--- src/rtl/stack_cpu_ctrl_p.sv ---
// ---------------------------------------------------------------------------
// stack_cpu_ctrl_p
// Control unit for the stack-machine CPU. Fetches instructions from a
// synchronous instruction RAM, sequences the data stack, the data RAM and an
// external combinational ALU, keeps a RET_DEPTH-entry return-address stack
// for CALL/RET, and reports sticky faults.
//
// Ports
//   clk, reset                        clock, synchronous active-high reset
//   imem_en/imem_addr/imem_rdata      instruction RAM (1-cycle read latency)
//   dmem_en/we/addr/wdata/rdata       data RAM (1-cycle read latency)
//   stk_push/stk_pop/stk_wdata        data-stack strobes, applied at the edge
//   stk_top/stk_full/stk_empty        combinational data-stack view
//   alu_op/alu_a/alu_b/alu_result     combinational ALU
//   ip                                instruction pointer
//   halted/fault/fault_code           status
// ---------------------------------------------------------------------------
module stack_cpu_ctrl_p #(
    parameter int DATA_W    = 8,
    parameter int ADDR_W    = 8,
    parameter int OP_W      = 5,
    parameter int RET_DEPTH = 4
) (
    input  logic                     clk,
    input  logic                     reset,
    output logic                     imem_en,
    output logic [ADDR_W-1:0]        imem_addr,
    input  logic [OP_W+ADDR_W-1:0]   imem_rdata,
    output logic                     dmem_en,
    output logic                     dmem_we,
    output logic [ADDR_W-1:0]        dmem_addr,
    output logic [DATA_W-1:0]        dmem_wdata,
    input  logic [DATA_W-1:0]        dmem_rdata,
    output logic                     stk_push,
    output logic                     stk_pop,
    output logic [DATA_W-1:0]        stk_wdata,
    input  logic [DATA_W-1:0]        stk_top,
    input  logic                     stk_full,
    input  logic                     stk_empty,
    output logic [OP_W-1:0]          alu_op,
    output logic [DATA_W-1:0]        alu_a,
    output logic [DATA_W-1:0]        alu_b,
    input  logic [DATA_W-1:0]        alu_result,
    output logic [ADDR_W-1:0]        ip,
    output logic                     halted,
    output logic                     fault,
    output logic [2:0]               fault_code
);

    localparam int RSP_W = $clog2(RET_DEPTH + 1);

    localparam logic [OP_W-1:0] OP_PUSH   = OP_W'(0);
    localparam logic [OP_W-1:0] OP_PUSH_I = OP_W'(1);
    localparam logic [OP_W-1:0] OP_PUSH_T = OP_W'(2);
    localparam logic [OP_W-1:0] OP_POP    = OP_W'(3);
    localparam logic [OP_W-1:0] OP_ADD    = OP_W'(4);
    localparam logic [OP_W-1:0] OP_CMP    = OP_W'(12);
    localparam logic [OP_W-1:0] OP_NOT    = OP_W'(13);
    localparam logic [OP_W-1:0] OP_GOTO   = OP_W'(14);
    localparam logic [OP_W-1:0] OP_IF_EQ  = OP_W'(15);
    localparam logic [OP_W-1:0] OP_IF_GT  = OP_W'(16);
    localparam logic [OP_W-1:0] OP_IF_LT  = OP_W'(17);
    localparam logic [OP_W-1:0] OP_IF_GE  = OP_W'(18);
    localparam logic [OP_W-1:0] OP_IF_LE  = OP_W'(19);
    localparam logic [OP_W-1:0] OP_CALL   = OP_W'(20);
    localparam logic [OP_W-1:0] OP_RET    = OP_W'(21);
    localparam logic [OP_W-1:0] OP_HALT   = OP_W'(22);

    localparam logic [2:0] FC_STK_EMPTY = 3'd1;
    localparam logic [2:0] FC_STK_FULL  = 3'd2;
    localparam logic [2:0] FC_RET_FULL  = 3'd3;
    localparam logic [2:0] FC_RET_EMPTY = 3'd4;
    localparam logic [2:0] FC_BAD_OP    = 3'd5;

    typedef enum logic [3:0] {
        S_RESET, S_FETCH, S_DECODE, S_POP_A, S_POP_B,
        S_MEM_RD, S_PUSH, S_BRANCH, S_HALT, S_FAULT
    } state_t;

    // Binary ALU ops occupy the contiguous opcode range ADD..CMP.
    function automatic logic is_binop(input logic [OP_W-1:0] op);
        return (op >= OP_ADD) && (op <= OP_CMP);
    endfunction

    function automatic logic is_cond(input logic [OP_W-1:0] op);
        return (op >= OP_IF_EQ) && (op <= OP_IF_LE);
    endfunction

    // CMP result: 0 = equal, 1 = greater, all-ones = less.
    function automatic logic cond_taken(input logic [OP_W-1:0] op,
                                        input logic [DATA_W-1:0] res);
        logic eq, gt, lt;
        eq = (res == '0);
        gt = (res == DATA_W'(1));
        lt = (res == '1);
        case (op)
            OP_IF_EQ: cond_taken = eq;
            OP_IF_GT: cond_taken = gt;
            OP_IF_LT: cond_taken = lt;
            OP_IF_GE: cond_taken = eq | gt;
            OP_IF_LE: cond_taken = eq | lt;
            default:  cond_taken = 1'b0;
        endcase
    endfunction

    state_t             state_q, state_d;
    logic [ADDR_W-1:0]  ip_q, ip_d;
    logic [OP_W-1:0]    ir_q, ir_d;
    logic [ADDR_W-1:0]  opd_q, opd_d;
    logic [DATA_W-1:0]  a_q, a_d;
    logic [DATA_W-1:0]  b_q, b_d;
    logic [DATA_W-1:0]  t_q, t_d;
    logic [2:0]         fault_code_q, fault_code_d;
    logic [RSP_W-1:0]   rsp_q, rsp_d;
    logic [ADDR_W-1:0]  ret_q [RET_DEPTH];

    logic               ret_push, ret_pop;
    logic [ADDR_W-1:0]  ip_inc;
    logic [ADDR_W-1:0]  target;
    logic [OP_W-1:0]    dec_op;
    logic [ADDR_W-1:0]  dec_opd;
    logic [DATA_W-1:0]  push_val;
    logic               push_is_alu;

    assign ip_inc     = ip_q + 1'b1;
    assign target     = ADDR_W'(dmem_rdata);
    assign dec_op     = imem_rdata[OP_W+ADDR_W-1 -: OP_W];
    assign dec_opd    = imem_rdata[ADDR_W-1:0];
    assign ip         = ip_q;
    assign fault_code = fault_code_q;

    always_comb begin
        state_d      = state_q;
        ip_d         = ip_q;
        ir_d         = ir_q;
        opd_d        = opd_q;
        a_d          = a_q;
        b_d          = b_q;
        t_d          = t_q;
        fault_code_d = fault_code_q;
        rsp_d        = rsp_q;
        ret_push     = 1'b0;
        ret_pop      = 1'b0;
        push_val     = '0;
        push_is_alu  = 1'b0;
        imem_en      = 1'b0;
        imem_addr    = '0;
        dmem_en      = 1'b0;
        dmem_we      = 1'b0;
        dmem_addr    = '0;
        dmem_wdata   = '0;
        stk_push     = 1'b0;
        stk_pop      = 1'b0;
        stk_wdata    = '0;
        alu_op       = '0;
        alu_a        = '0;
        alu_b        = '0;
        halted       = 1'b0;
        fault        = 1'b0;

        // Reset masks every strobe combinationally so a pending stack or
        // memory operation is dropped at the reset edge itself.
        if (!reset) begin
            case (state_q)
                S_RESET: state_d = S_FETCH;

                S_FETCH: begin
                    imem_en   = 1'b1;
                    imem_addr = ip_q;
                    state_d   = S_DECODE;
                end

                S_DECODE: begin
                    ir_d  = dec_op;
                    opd_d = dec_opd;
                    if (dec_op == OP_PUSH_I || dec_op == OP_PUSH_T) begin
                        state_d = S_PUSH;
                    end else if (dec_op == OP_PUSH || dec_op == OP_GOTO ||
                                 dec_op == OP_CALL) begin
                        state_d = S_MEM_RD;
                    end else if (dec_op == OP_POP || dec_op == OP_NOT ||
                                 is_binop(dec_op) || is_cond(dec_op)) begin
                        state_d = S_POP_A;
                    end else if (dec_op == OP_RET) begin
                        state_d = S_BRANCH;
                    end else if (dec_op == OP_HALT) begin
                        state_d = S_HALT;
                    end else begin
                        fault_code_d = FC_BAD_OP;
                        state_d      = S_FAULT;
                    end
                end

                S_POP_A: begin
                    if (stk_empty) begin
                        fault_code_d = FC_STK_EMPTY;
                        state_d      = S_FAULT;
                    end else begin
                        stk_pop = 1'b1;
                        a_d     = stk_top;
                        if (ir_q == OP_POP) begin
                            dmem_en    = 1'b1;
                            dmem_we    = 1'b1;
                            dmem_addr  = opd_q;
                            dmem_wdata = stk_top;
                            ip_d       = ip_inc;
                            state_d    = S_FETCH;
                        end else if (ir_q == OP_NOT) begin
                            state_d = S_PUSH;
                        end else if (is_cond(ir_q)) begin
                            state_d = S_MEM_RD;
                        end else begin
                            state_d = S_POP_B;
                        end
                    end
                end

                S_POP_B: begin
                    if (stk_empty) begin
                        fault_code_d = FC_STK_EMPTY;
                        state_d      = S_FAULT;
                    end else begin
                        stk_pop = 1'b1;
                        b_d     = stk_top;
                        state_d = S_PUSH;
                    end
                end

                S_MEM_RD: begin
                    dmem_en   = 1'b1;
                    dmem_addr = opd_q;
                    state_d   = (ir_q == OP_PUSH) ? S_PUSH : S_BRANCH;
                end

                S_PUSH: begin
                    if (ir_q == OP_PUSH_I) begin
                        push_val = DATA_W'(opd_q);
                    end else if (ir_q == OP_PUSH_T) begin
                        push_val = t_q;
                    end else if (ir_q == OP_PUSH) begin
                        push_val = dmem_rdata;
                    end else begin
                        // NOT is unary on A; binary ops take B (deeper) op A (top).
                        push_is_alu = 1'b1;
                        alu_op      = ir_q;
                        alu_a       = (ir_q == OP_NOT) ? a_q : b_q;
                        alu_b       = (ir_q == OP_NOT) ? '0 : a_q;
                        push_val    = alu_result;
                    end
                    if (stk_full) begin
                        fault_code_d = FC_STK_FULL;
                        state_d      = S_FAULT;
                    end else begin
                        stk_push  = 1'b1;
                        stk_wdata = push_val;
                        if (push_is_alu) t_d = alu_result;
                        ip_d    = ip_inc;
                        state_d = S_FETCH;
                    end
                end

                S_BRANCH: begin
                    state_d = S_FETCH;
                    if (ir_q == OP_GOTO) begin
                        ip_d = target;
                    end else if (ir_q == OP_CALL) begin
                        if (rsp_q == RSP_W'(RET_DEPTH)) begin
                            fault_code_d = FC_RET_FULL;
                            state_d      = S_FAULT;
                        end else begin
                            ret_push = 1'b1;
                            rsp_d    = rsp_q + 1'b1;
                            ip_d     = target;
                        end
                    end else if (ir_q == OP_RET) begin
                        if (rsp_q == '0) begin
                            fault_code_d = FC_RET_EMPTY;
                            state_d      = S_FAULT;
                        end else begin
                            ret_pop = 1'b1;
                            rsp_d   = rsp_q - 1'b1;
                            ip_d    = ret_q[0];
                        end
                    end else begin
                        alu_op = OP_CMP;
                        alu_a  = a_q;
                        alu_b  = '0;
                        ip_d   = cond_taken(ir_q, alu_result) ? target : ip_inc;
                    end
                end

                S_HALT:  halted = 1'b1;

                S_FAULT: fault = 1'b1;

                default: state_d = S_RESET;
            endcase
        end
    end

    always_ff @(posedge clk) begin
        if (reset) begin
            state_q      <= S_RESET;
            ip_q         <= '0;
            ir_q         <= '0;
            opd_q        <= '0;
            a_q          <= '0;
            b_q          <= '0;
            t_q          <= '0;
            fault_code_q <= '0;
            rsp_q        <= '0;
        end else begin
            state_q      <= state_d;
            ip_q         <= ip_d;
            ir_q         <= ir_d;
            opd_q        <= opd_d;
            a_q          <= a_d;
            b_q          <= b_d;
            t_q          <= t_d;
            fault_code_q <= fault_code_d;
            rsp_q        <= rsp_d;
        end
    end

    // Return stack is a shift register: entry 0 is always the top, so no
    // pointer-indexed access is needed. Occupancy lives in rsp_q.
    always_ff @(posedge clk) begin
        if (ret_push) begin
            ret_q[0] <= ip_inc;
            for (int i = 1; i < RET_DEPTH; i++) ret_q[i] <= ret_q[i-1];
        end else if (ret_pop) begin
            for (int i = 0; i < RET_DEPTH - 1; i++) ret_q[i] <= ret_q[i+1];
        end
    end

endmodule
--- config.mk ---
export PLATFORM = sky130hd
export DESIGN_NAME = stack_cpu_ctrl_p
export DESIGN_NICKNAME = d
export VERILOG_FILES = /design/src/rtl/stack_cpu_ctrl_p.sv
export SDC_FILE = /design/constraint.sdc
export NUM_CORES = 1
export LEC_CHECK = 0
export CAP_MARGIN = 10
export CORE_MARGIN = 1
export CORE_UTILIZATION = 35
export CTS_CLUSTER_DIAMETER = 150
export DETAILED_ROUTE_END_ITERATION = 10
export PLACE_DENSITY = 0.59
export SLEW_MARGIN = 20
export SYNTH_ARGS = -nofsm -noshare
export SYNTH_HDL_FRONTEND = slang
export SYNTH_SLANG_ARGS = --single-unit
--- constraint.sdc ---
create_clock -name clk -period 7.7 [get_ports clk]
set_clock_uncertainty 0.2 [all_clocks]
set_input_delay 1.54 -clock clk [delete_from_list [all_inputs] [get_ports clk]]
set_output_delay 1.54 -clock clk [all_outputs]
set_load 0.01 [all_outputs]
==> results of run 1 <==
==> registers in the layout, summed over array words and instances (netlist names) <==
signal	count
state_q	4
ir_q	5
fault_code	3
opd_q	8
ip	8
t_q	8
a_q	8
rsp_q	3
b_q	8
ret_q	32
==> critical path: stages <==
cell and delay (ns):
clkdlybuf4s50_1 0.60, or3_1 0.62, nor4_4 0.56, or2_1 0.35, and2_1 0.19, clkdlybuf4s50_1 0.53
==> cells by family after synthesis <==
kind of cell | after synthesis
XOR/XNOR | 10
multiplexers | 50
AO/OA/AOI/OAI | 135
flip-flops | 87
adder cells (fa/ha/maj) | 2
buffers and inverters | 49
AND/OR/NAND/NOR | 260
==> per-layer routing <==
metal	track usage, %	routed length [um]	vias to the layer above
li1	-	-	2283
met1	26.1	6550	2238
met2	30.3	6450	149
met3	2.97	783	21
met4	8.61	383	0
met5	0	0	-
==> power breakdown <==
| part | internal [mW] | leakage [nW] | switching [mW] | total [mW] |
|---|---|---|---|---|
| clock network | 0.250 | 0.138 | 0.177 | 0.428 |
| registers | 0.488 | 0.750 | 0.0345 | 0.522 |
| logic | 0.0782 | 1.35 | 0.103 | 0.181 |
| total | 0.816 | 2.23 | 0.315 | 1.13 |
==> worst max path at each step <==
stage / start / end / slack [ns] / cells past startpoint
after global routing: stk_empty / dmem_addr[3] / 1.33 / 6
after floorplan: stk_empty / dmem_addr[0] / 2.98 / 6
after global placement: stk_empty / dmem_addr[7] / 1.62 / 6
final: stk_empty / dmem_addr[6] / 1.56 / 6
after CTS: stk_empty / dmem_addr[6] / 1.50 / 6
after detailed placement: stk_empty / dmem_addr[6] / 1.51 / 6
==> area by class of cell <==
| type | count | area (um^2) | area share (%) |
|---|---|---|---|
| inverters | 7 | 26.3 | 0.401 |
| clock buffers | 10 | 229 | 3.49 |
| well taps | 180 | 225 | 3.44 |
| repair buffers | 116 | 1140 | 17.4 |
| clock inverters | 6 | 60.1 | 0.916 |
| flip-flops and latches | 87 | 2060 | 31.5 |
| multi-input cells | 457 | 2810 | 42.9 |
==> cells in the final DEF (no fill, tap or decap), drive strengths merged, types with 6 or more instances in the layout <==
cell	instances
a211oi	11
a21o	6
a21oi	59
a22oi	10
and2	33
buf	6
clkbuf	10
clkdlybuf4s50	110
dfxtp	55
edfxtp	32
inv	8
mux2	19
mux2i	31
nand2	70
nand2b	11
nand3	8
nor2	83
nor3	17
nor4	6
o21ai	17
xnor2	6
==> summary.txt, run 1 <==
STA
  • Unrepaired setup endpoints after global routing: false
  • F_max: 163 MHz
  • # setup viols final: 0
  • Setup ws final: 1.56 ns
  • TNS Setup: 0 ns
  • Min Tclk post-route: 6.14 ns
  • Final Max Slew Viols: 0
  • Slew margin rel.: 33.0%
  • Worst Tran Pin Value: 1.00 ns
  • Final hold vios: 0
  • Worst hold slack: 0.248 ns
  • Crit share post-route: 79.7%

Finish
  • Fin cells: 863
  • Diode count: 0
  • Finished Cell Area: 0.00656 mm^2
  • Final Util: 46.9%
  • Layout cells sized above 1: 5.86%
  • Total Nets Final: 721
  • Fill cells: 1360
  • Area Overhead vs Synth: 29.3%

Placed design
  • GPL Wtd Cong: 0.808
  • Placed Area: 0.00626 mm^2
  • Place WS: 1.51 ns
  • Cells after DPL: 847
  • Dpl hpwl: 10100 um
  • Count of input and output buffers: 111

Worst hold path
  • Hold Path Cell Cnt: 0
  • Hold Path Origin: ret_q[2][6]
  • WHS Endpoint: ret_q[3][6]
  • Hold Crit Class: flop to flop

Logic synthesis
  • Post-synthesis adder-cell area fraction: 0.642%
  • Synth Area in XOR/XNOR: 1.73%
  • Yosys warns: 0
  • Post-synth top area cell: dfxtp_1
  • Post-synth EDFFs: 32
  • Ys async rst share: 0%
  • Mux cell area share after synthesis: 10.3%
  • Complex-gate fraction of the synthesized area: 17.4%
  • Synthesized Nets: 636
  • Simple-Gate Fraction of Synth Area: 25.0%
  • Gate Count Post-Synth: 593
  • Largest family of logic cells by synthesized area: simple AND/OR/NAND/NOR gates
  • Leading cell type by number of instances after synthesis: nor2_1
  • Post-synthesis cell area: 0.00507 mm^2
  • Synth Area per Inst: 8.55 um^2
  • Flip-flop and latch count after synthesis: 87
  • Sequential area share after synthesis: 40.7%
  • Area share of the largest cell type after synthesis: 21.7%
  • Synth top area cells: dfxtp_1 22%, edfxtp_1 19%, nor2_1 6.1%
  • Top_reg_cell synth: dfxtp_1
  • Synth top cells by count: 83 x nor2_1, 70 x nand2_1, 59 x a21oi_1
  • Netlist cell types: 64

Floorplan
  • DIE HEIGHT: 122 um
  • Core box area: 0.0140 mm^2
  • Initial Utilization: 36.2%
  • Die W: 122 um
  • Die area: 0.0150 mm^2
  • Io pins: 112
  • Row cnt: 43

Pwr
  • Tot Pwr: 1.13 mW
  • IR drop worst, VDD: 107 uV
  • Pwr dens: 173 mW/mm^2
  • Leakage: 2.23 nW

Clock tree
  • Clk buf depth: 2
  • Clk slew on worst S/H paths: 0.06 ns
  • Gates resized, CTS repair: 0
  • Post-CTS Setup Bufs: 0
  • Clk Latency, worst-skew pair: 0.33 ns
  • H-tree Lvls: 3
  • Root buf cell: clkbuf_16
  • Hold_buf cts: 0
  • CTS tree: built
  • Cts bufs inserted: 9
  • Sink Count: 87

Routing
  • Routed len/inst: 16.4 um
  • Vias: 4691
  • Wire length after detailed routing: 14200 um
  • Post-route ant nets: 0
  • Starting DRT DRC Count: 287
  • Vias/cell: 5.44
  • # DRC: 0
  • Drt first pass iters: 5

Worst setup path
  • FF-to-FF Start: state_q[0]
  • Crit start category: primary input
  • Worst R2R Setup Slack: 4.17 ns
  • Worst R2R End: ret_q[1][0]
  • CP arrival: 4.40 ns
  • Worst Setup End Kind: primary output
  • Worst EP required: 5.96 ns
  • R2R depth: 7
  • WS Path Type: primary input to primary output
  • Worst-path fanout max: 11

GRT
  • First-pass GRT wire length: 22500 um
  • Overflow after GRT: 0
  • Largest net degree at the start of global routing: 40
  • Initial antenna violation count: 0
  • All-Layer GR Usage: 19.3%
  • Vias in the first global route: 4345

Flow run
  • Max-cap violations: 0

Outcome
  • Status: completed
Note: power is estimated with default switching activity, not from simulation.
==> run 2: changes to the inputs <==
--- a/config.mk
+++ b/config.mk
@@ -10,7 +10,7 @@
 export CORE_UTILIZATION = 35
 export CTS_CLUSTER_DIAMETER = 150
 export DETAILED_ROUTE_END_ITERATION = 10
-export PLACE_DENSITY = 0.59
+export PLACE_DENSITY = 0.61
 export SLEW_MARGIN = 20
 export SYNTH_ARGS = -nofsm -noshare
 export SYNTH_HDL_FRONTEND = slang
==> constraint.sdc (replaced) <==
create_clock -name clk -period 5.16 [get_ports clk]
set_clock_uncertainty 0.2 [all_clocks]
set_input_delay 1.032 -clock clk [delete_from_list [all_inputs] [get_ports clk]]
set_output_delay 1.032 -clock clk [all_outputs]
set_load 0.01 [all_outputs]
==> run 2 against run 1 <==
Register-to-register slack got worse by 2.4 ns. Combinational power rose by 62%. Hold slack got worse by 0.0013 ns. Non-clock buffer count rose by 11. Setup slack got worse by 1.0 ns. Count of clock-buffer cells in the layout rose by 2.
==> summary.txt, run 2 (synthesis gave the netlist of run 1 again) <==
Routing
  • Post-route ant nets: 0 (unchanged)
  • Routed len/inst: 16.6 um (+0.89%)
  • # DRC: 0 (unchanged)
  • Drt first pass iters: 4 (-1)
  • Starting DRT DRC Count: 286 (-0.35%)
  • Vias: 4758 (+1.4%)
  • Wire length after detailed routing: 14500 um (+2.2%)
  • Vias/cell: 5.44 (+0.15%)

Worst setup path
  • Worst EP required: 3.93 ns (-2.03 ns)
  • FF-to-FF Start: ir_q[0]
  • CP arrival: 3.38 ns (-1.02 ns)
  • Crit start category: primary input
  • Worst Setup End Kind: primary output
  • WS Path Type: primary input to primary output
  • Worst Setup SP: stk_empty
  • Worst-path fanout max: 10 (-1)

Clock tree
  • Post-CTS Setup Bufs: 0 (unchanged)
  • CTS tree: built
  • H-tree Lvls: 3 (unchanged)
  • Clk Latency, worst-skew pair: 0.35 ns (+0.02 ns)
  • Clk buf depth: 2 (unchanged)
  • Clk slew on worst S/H paths: 0.06 ns (about the same)
  • Sink Count: 87 (unchanged)
  • Gates resized, CTS repair: 0 (unchanged)
  • Hold_buf cts: 0 (unchanged)
  • Cts bufs inserted: 9 (unchanged)
  • Root buf cell: clkbuf_16

Finish
  • Commonest non-fill, non-tap cells in the layout: 110 x clkdlybuf4s50_1, 83 x nor2_1, 70 x nand2_1
  • Total Nets Final: 732 (+1.5%)
  • Most common cell after layout, fill and taps aside: clkdlybuf4s50_1
  • Fin cells: 874 (+1.3%)
  • Area Overhead vs Synth: 31.2%
  • Layout cells sized above 1: 7.20% (+1.3 points)
  • Final Util: 47.5% (+0.69 points)
  • Max reg flops: 32 (unchanged)
  • Diode count: 0 (unchanged)
  • Largest Register: ret_q

STA
  • Unrepaired setup endpoints after global routing: false
  • Final Max Slew Viols: 0 (unchanged)
  • Worst Tran Pin Value: 1.03 ns (+0.0310 ns)
  • Slew margin rel.: 31.2% (-1.8 points)
  • Final hold vios: 0 (unchanged)
  • Crit share post-route: 89.4%
  • Min Tclk post-route: 4.61 ns
  • F_max: 217 MHz
  • # setup viols final: 0 (unchanged)
  • TNS Setup: 0 ns (unchanged)

Pwr
  • P_int: 1.28 mW (+57%)
  • Net switching fraction of the power: 27.0% (-0.81 points)
  • P_sw: 0.473 mW (+50%)
  • Leakage: 2.30 nW (+3.0%)
  • Clock share of power: 39.6% (+1.8 points)
  • Sequential power share: 43.6% (-2.6 points)
  • Pwr dens: 263 mW/mm^2 (+53%)
  • Comb pwr share: 16.7% (+0.7 points)
  • IR drop worst, VDD: 164 uV (+53%)

Placed design
  • Cells after DPL: 858 (+1.3%)
  • GPL Wtd Cong: 0.811 (+0.36%)
  • Count of input and output buffers: 111 (unchanged)
  • Dpl hpwl: 10600 um (+4.1%)

Outcome
  • Status: completed

Floorplan
  • Initial Utilization: 36.2% (unchanged)
  • Row cnt: 43 (unchanged)
  • Core box area: 0.0140 mm^2 (unchanged)
  • Io pins: 112 (unchanged)
  • DIE HEIGHT: 122 um (unchanged)
  • Die W: 122 um (unchanged)
  • Die area: 0.0150 mm^2 (unchanged)

Worst hold path
  • Hold Crit Class: flop to flop
  • Hold Path Origin: ret_q[2][5]

GRT
  • First-pass GRT wire length: 23400 um (+3.9%)
  • Initial antenna violation count: 0 (unchanged)
  • Largest net degree at the start of global routing: 29 (-28%)
  • All-Layer GR Usage: 20.0% (+0.70 points)
  • Vias in the first global route: 4443 (+2.3%)
  • Overflow after GRT: 0 (unchanged)

Flow run
  • Max-cap violations: 0 (unchanged)
[run 2: layer usage]
metal	vias up	global-route usage [%]	part of all wire, %
li1	2317	-	-
met1	2274	27.7	47
met2	149	30.8	45
met3	18	3.39	5.6
met4	0	7.85	1.9
met5	-	0	0
[run 2: path summary, 6_finish.rpt]
check / endpoint / slack, ns / depth (start not counted)
setup / recovery: dmem_addr[5] / 0.55 / 6
hold / removal: ret_q[3][5] / 0.25 / 0
setup reg to reg: ret_q[0][0] / 1.74 / 5
hold reg to reg: ret_q[3][5] / 0.25 / 0
[run 2: metrics by stage]
stage / hold WS, ns / total power, mW / setup slack, ns / area (um^2)
6_report: 0.247 / 1.75 / 0.546 / 6650
3_3_place_gp: 0.224 / 1.06 / 0.624 / 6340
5_1_grt: 0.263 / 1.83 / 0.452 / 6650
2_1_floorplan: 0.219 / 0.959 / 1.45 / 5070
3_5_place_dp: 0.237 / 1.07 / 0.553 / 6340
4_1_cts: 0.247 / 1.76 / 0.544 / 6650
[run 2: area by class of cell]
type | instances | area (um^2)
well taps | 180 | 225
clock inverters | 4 | 72.6
repair buffers | 127 | 1230
fillers | 1324 | 7340
flip-flops and latches | 87 | 2060
multi-input cells | 457 | 2800
clock buffers | 12 | 238
inverters | 7 | 26.3
[run 2: critical path, cell delays in order]
cell and delay, ns:
clkdlybuf4s50_1 0.41, or3_1 0.57, nor4_4 0.33, or2_1 0.32, and2_1 0.18, clkdlybuf4s50_1 0.53
[run 2: power by group through the flow]
stage | clock (mW) | combinational (mW) | sequential [mW]
after CTS | 0.707 | 0.293 | 0.764
final | 0.694 | 0.293 | 0.764
after detailed placement | 0 | 0.291 | 0.779
after global placement | 0 | 0.287 | 0.778
after floorplan | 0 | 0.204 | 0.755
after global routing | 0.733 | 0.325 | 0.768
